--- config.mk ---
export PLATFORM = sky130hd
export DESIGN_NAME = aes_round_ctrl
export DESIGN_NICKNAME = d
export VERILOG_FILES = /design/src/rtl/aes_round_ctrl.sv
export SDC_FILE = /design/constraint.sdc
export NUM_CORES = 1
export LEC_CHECK = 0
export BUFFER_PORTS_ARGS = -buffer_cell sky130_fd_sc_hd__buf_2
export CAP_MARGIN = 20
export CELL_PAD_IN_SITES_DETAIL_PLACEMENT = 0
export CELL_PAD_IN_SITES_GLOBAL_PLACEMENT = 2
export CORE_AREA = 2 2 206 208
export DETAILED_ROUTE_END_ITERATION = 7
export DIE_AREA = 0 0 208 210
export PLACE_DENSITY_LB_ADDON = 0.1
export SLEW_MARGIN = 25
export SYNTH_ARGS = -nofsm -noshare
export SYNTH_HDL_FRONTEND = slang
export SYNTH_SLANG_ARGS = --single-unit
--- constraint.sdc ---
create_clock -name clk -period 5.2 [get_ports clk]
set_clock_uncertainty 0.15 [all_clocks]
set_input_delay 1.3 -clock clk [delete_from_list [all_inputs] [get_ports clk]]
set_output_delay 1.3 -clock clk [all_outputs]
set_load 0.05 [all_outputs]
--- src/rtl/aes_round_ctrl.sv ---
`default_nettype none
// +------------------------------------------------------------------------+
// | aes_round_ctrl: sequences the 32-bit-radix AES round datapath for one  |
// | 128-bit block per transaction. Revision: 1.0                           |
// +------------------------------------------------------------------------+
module aes_round_ctrl (
  input  logic         clk,
  input  logic         reset,
  input  logic         in_valid,
  output logic         in_ready,
  input  logic [127:0] in_data,
  input  logic [1:0]   in_mode,
  output logic         out_valid,
  input  logic         out_ready,
  output logic [127:0] out_data,
  output logic         out_err,
  output logic [3:0]   rd_round,
  output logic [1:0]   rd_mode,
  output logic [2:0]   rd_width_sel,
  output logic [127:0] rd_data_in,
  input  logic [127:0] rd_data_out
);

  localparam logic [3:0] c_NR_128 = 4'd10;
  localparam logic [3:0] c_NR_256 = 4'd14;

  typedef enum logic [2:0] {
    S_IDLE   = 3'd0,
    S_ROUND0 = 3'd1,
    S_WORD   = 3'd2,
    S_LATCH  = 3'd3,
    S_DONE   = 3'd4
  } fsm_t;

  fsm_t         r_fsm, w_fsm_nxt;
  logic [127:0] r_blk, w_blk_nxt;
  logic [1:0]   r_mode, w_mode_nxt;
  logic [3:0]   r_round, w_round_nxt;
  logic [1:0]   r_sel, w_sel_nxt;
  logic [127:0] r_out_data, w_out_data_nxt;
  logic         r_out_err, w_out_err_nxt;
  logic [3:0]   w_last_round;

  assign w_last_round = (r_mode == 2'b10) ? c_NR_256 : c_NR_128;

  always_ff @(posedge clk) begin
    if (reset) begin
      r_fsm      <= S_IDLE;
      r_blk      <= '0;
      r_mode     <= '0;
      r_round    <= '0;
      r_sel      <= '0;
      r_out_data <= '0;
      r_out_err  <= 1'b0;
    end else begin
      r_fsm      <= w_fsm_nxt;
      r_blk      <= w_blk_nxt;
      r_mode     <= w_mode_nxt;
      r_round    <= w_round_nxt;
      r_sel      <= w_sel_nxt;
      r_out_data <= w_out_data_nxt;
      r_out_err  <= w_out_err_nxt;
    end
  end

  always_comb begin
    w_fsm_nxt      = r_fsm;
    w_blk_nxt      = r_blk;
    w_mode_nxt     = r_mode;
    w_round_nxt    = r_round;
    w_sel_nxt      = r_sel;
    w_out_data_nxt = r_out_data;
    w_out_err_nxt  = r_out_err;
    case (r_fsm)
      S_IDLE: begin
        if (in_valid) begin
          // Odd mode codes are unsupported and bypass the datapath entirely
          if (!in_mode[0]) begin
            w_blk_nxt   = in_data;
            w_mode_nxt  = in_mode;
            w_round_nxt = 4'd0;
            w_fsm_nxt   = S_ROUND0;
          end else begin
            w_out_data_nxt = '0;
            w_out_err_nxt  = 1'b1;
            w_fsm_nxt      = S_DONE;
          end
        end
      end
      S_ROUND0: begin
        w_blk_nxt   = rd_data_out;
        w_round_nxt = 4'd1;
        w_sel_nxt   = 2'd0;
        w_fsm_nxt   = S_WORD;
      end
      S_WORD: begin
        w_sel_nxt = r_sel + 2'd1;
        if (r_sel == 2'd3) begin
          w_fsm_nxt = S_LATCH;
        end
      end
      S_LATCH: begin
        w_blk_nxt = rd_data_out;
        if (r_round == w_last_round) begin
          w_out_data_nxt = rd_data_out;
          w_out_err_nxt  = 1'b0;
          w_fsm_nxt      = S_DONE;
        end else begin
          w_round_nxt = r_round + 4'd1;
          w_sel_nxt   = 2'd0;
          w_fsm_nxt   = S_WORD;
        end
      end
      S_DONE: begin
        if (out_ready) begin
          w_fsm_nxt = S_IDLE;
        end
      end
      default: w_fsm_nxt = S_IDLE;
    endcase
  end

  assign in_ready     = (r_fsm == S_IDLE);
  assign out_valid    = (r_fsm == S_DONE);
  assign out_data     = r_out_data;
  assign out_err      = r_out_err;
  assign rd_mode      = r_mode;
  assign rd_data_in   = r_blk;
  assign rd_width_sel = (r_fsm == S_WORD) ? {1'b0, r_sel} : 3'd0;
  assign rd_round     = (r_fsm == S_ROUND0 || r_fsm == S_WORD || r_fsm == S_LATCH)
                        ? r_round : 4'd0;

endmodule
`default_nettype wire

# Yosys cells after proc, flatten, opt, wreduce, memory -nomap -nowiden
# Cells that the tools add are included.
# word_totals
register_bits	267
inputBits	262
output_inout_bits	268
elab_cells	63
# op_classes
addsub	2
eq_ne	13
n_mux	26
bitwise	1
n_reduce_logical	14
# ops
cell	n
2-to-1 mux 128 bit	5
case mux 128 bit (2 select lines)	2
2-to-1 mux 3 bit	6
2-to-1 mux 4 bit	4
case mux 3 bit (5 select lines)	1
case mux 4 bit (3 select lines)	1
inequality test 2 bit, second input constant	5
AND reduction 3 bit	3
AND reduction 4 bit	2
equality test 3 x 2 -> 1 bit, second input constant	2
case mux 2 bit (3 select lines)	1
nonzero test 3 bit	2
adder 4 x 1 -> 4 bit, second input constant	1
equality test 4 bit	1
2-to-1 mux 2 bit	2
inequality test 2 x 1 -> 1 bit, second input constant	2
nonzero test 2 bit	2
equality test 3 x 1 -> 1 bit, second input constant	1
equality test 3 bit, second input constant	1
zero test 3 bit	1
2-to-1 mux 1 bit	3
adder 2 x 1 -> 2 bit, second input constant	1
equality test 2 bit, second input constant	1
logical OR 1 bit	2
other kinds (4)	4

# Depth between registers and ports, before layout
# logic_depth
ltp_word	4
ltp_mapped	8
mapped_depth_nobuf	6

# Worst setup path before layout
# No wires, ideal clock.
# synth_path
kind	register to output
from	register r_fsm[1]
to	output rd_round[0]
arrival_ns	1.676
t_required_ns	3.750
slack_ns	2.074
stages_incl_launch_ff	5
path_buffers	1
path_cell_list	dfxtp_1 > clkbuf_1 > nor2_1 > or2_2 > nor2_1
# synth_between
elab_chain_len	4
elab_cells_between_ends	6
cone_classes	eq/ne (3); mux (1); reduce/logical (2)
# synth_lines
item	line_no	source
start, declared	35	fsm_t r_fsm, w_fsm_nxt;
start signal, assigned	56	r_fsm <= w_fsm_nxt;
equality test 3 x 1 -> 1 bit or equality test 3 x 2 -> 1 bit (tied branches)	130	assign rd_round = (r_fsm == S_ROUND0 || r_fsm == S_WORD || r_fsm == S_LATCH)
logical OR 1 bit	130	
logical OR 1 bit *	130	
2-to-1 mux 4 bit *	131	? r_round : 4'd0;
end, declared	17	output logic [3:0] rd_round,
# Mark *: on every way between the ends. The rest lies on a longest branch, timed or not.

# Worst setup path after layout
# layout_path
from	register r_fsm[0]
to	output rd_round[0]
# Same word-level chain as after synthesis.

==> out/qor.yml <==
routing:
  ant_nets: 0
  met2_length_um: 22150
  routedWlPerCell_um: 20.03
  first_pass_iters: 4
  drt_iter0_drc: 634
  met3_length_um: 4495
  vias: 11420
  wirelength_met1_um: 19690
  route.detailed.drc: 0
  dr.max_layer_used: "met5"
  drt-vias-per-instance: 4.799
  routed_wirelength_um: 47680
setup_path:
  critPathLaunchType: "flop"
  r2r_slack_ns: 2.38
  crit_fanout: 14
  crit_type: "reg -> out"
  reg2reg_depth: 5
  crit_required_ns: 3.75
  cp-end-kind: "output port"
  r2r-start: "r_fsm[2]"
  reg2reg_to: "out_data[115]"
  arrival_ns: 2.06
clock_network:
  cts_hold_buf: 0
  cts_resized: 0
  cts_buffers: 34
  clockBufferDepth: 3
  cts_setup_buffers: 0
  cts-root-buf: "clkbuf_16"
  cts_tree: "yes"
  clkTransAtPathRegs_ns: 0.06
  clkLatencyLatePin_ns: 0.52
  clock_sinks: 267
  htree_levels: 2
global_route:
  grt_max_degree: 130
  grt_overflow: 0
  grt_pass1_wl_um: 70630
  grt.total_usage_pct: 20.94
  antenna_found_initial: 16
  grt_pass1_vias: 10960
cells_and_area:
  fill_cells: 4569
  fin_util_pct: 35.51
  drive_above_1_share_pct: 32.61
  multi_input_area_mm2: 0.004797
  layout.nets: 2080
  syn_to_final_growth_pct: 37.69
  mostFrequentLayoutCell: "buf_2"
  seq_area_mm2: 0.005345
  mostFrequentLayoutCells: "buf_2 (526), nand2_1 (390), dfxtp_1 (267)"
synthesis:
  synth_edf_count: 0
  ys_warn_count: 0
  synth-main-ff-cell: "dfxtp_1"
  yosysUniqueCellTypes: 37
  yosys_register_bits: 267
  synthArstFlopShare_pct: 0
  synth-seq-area-share_pct: 49.97
  syn_avg_cell_area_um2: 7.819
  synthCells: 1368
  netlist_area_mm2: 0.01070
floorplanning:
  dieArea_mm2: 0.04368
  start_util_pct: 25.79
  dieHeight_um: 210
  pin_count: 530
  placementRows: 75
  coreArea_mm2: 0.04148
  die_w_um: 208
timing:
  relSlewSlack_pct: 32.25
  rsz0062_at_grt: "no"
  hold_violations: 0
  tightest_slew_ns: 1.016
  finalSetupTns_ns: 0
  period_share_pct: 67.49
  holdWs_ns: 0.3115
  fin_crit_ns: 3.509
  setup_violations: 0
  fmax_ghz: 0.2849
  slew_violations: 0
placement:
  gp_congestion: 0.7563
  dpl.hpwl_um: 32670
  io_buffer_count: 527
pwr:
  power.ir.vdd_worst_uv: 212.2
  pwr_density_cell_mw_per_mm2: 369.4
  power_w: 0.005440
  p_leak_nw: 6.496
job:
  max_cap_viol_count: 0
worst_hold_path:
  hold_depth: 2
  hp-start: "out_data[12]"
  hold_path_end: "out_data[12]"
  min_path_type: "reg -> reg"
outcome:
  status: "complete, no violations"
==> synth_stat cells, types with 3 or more instances <==
library cell | instances | area (um^2)
nand2b_1 | 3 | 18.77
nor3_1 | 4 | 20.02
nand3_1 | 132 | 660.6
a311oi_1 | 129 | 1130
buf_2 | 41 | 205.2
ha_1 | 3 | 37.54
buf_4 | 8 | 60.06
dfxtp_1 | 267 | 5345
o21ai_0 | 4 | 20.02
a21oi_1 | 135 | 675.7
nand2_1 | 390 | 1464
and2_1 | 4 | 25.02
clkbuf_1 | 80 | 300.3
buf_1 | 4 | 15.01
nor2_1 | 138 | 518.0
==> per-layer routing <==
layer  up-vias  global-route usage (%)
li1       5619                       -
met1      5317                   25.38
met2       395                   33.85
met3        72                   8.358
met4        18                   6.970
met5         -                       0
==> critical path, stage by stage (launching register included) <==
cell,delay [ns]
dfxtp_1,0.66
nor2_1,0.18
or2_2,0.34
nor2_1,0.08
buf_2,0.28
==> worst max-delay path by stage <==
| stage | end | startpoint | cells after the start | slack (ns) |
|---|---|---|---|---|
| finish | rd_round[0] | r_fsm[0] | 4 | 1.69 |
| detailed placement | rd_data_in[92] | in_mode[0] | 6 | 1.70 |
| CTS | rd_round[0] | r_fsm[0] | 4 | 1.65 |
| global placement | rd_data_in[102] | in_mode[0] | 6 | 1.77 |
| floorplan | rd_round[0] | r_fsm[1] | 4 | 2.07 |
| global route | rd_round[0] | r_fsm[0] | 4 | 1.53 |
==> registers in the layout (all words and copies together) (netlist names) <==
register    cells
out_data      128
rd_data_in    128
r_round         4
r_fsm           3
r_sel           2
out_err         1
rd_mode         1
==> power by group <==
| part | leakage (nW) | total (W) | switching (W) | internal (W) |
|---|---|---|---|---|
| sequential | 2.18 | 0.00220 | 0.0000563 | 0.00215 |
| combinational | 3.80 | 0.000953 | 0.000699 | 0.000254 |
| clock | 0.521 | 0.00228 | 0.000912 | 0.00137 |
==> per-stage QoR <==
stage / setup WS [ns] / cells / cell area, um^2
finish: 1.691 / 2380 / 14730
floorplan: 2.074 / 1369 / 10700
global placement: 1.767 / 2318 / 13650
global route: 1.527 / 2376 / 14720
detailed placement: 1.700 / 2318 / 13650
CTS: 1.647 / 2373 / 14710
==> cells by family after synthesis <==
group                    count (synthesis)  share of synthesized area (%)
AND/OR/NAND/NOR                        684                          26.26
AO/OA/AOI/OAI                          276                          17.64
flip-flops                             267                          49.97
buffers and inverters                  135                          5.498
adder cells (fa/ha/maj)                  3                         0.3510
other                                    1                        0.03506
XOR/XNOR                                 1                         0.1521
multiplexers                             1                        0.09358
==> area by class of cell <==
cell class / instances / area share [%]
clock inverter: 3 / 0.1019
antenna: 7 / 0.1189
inverter: 2 / 0.05097
clock buffer: 52 / 7.077
sequential: 267 / 36.29
tap: 539 / 4.579
multi-input combinational: 967 / 32.57
timing repair buffer: 543 / 19.21
No activity file was read; power rests on OpenSTA's default activity.
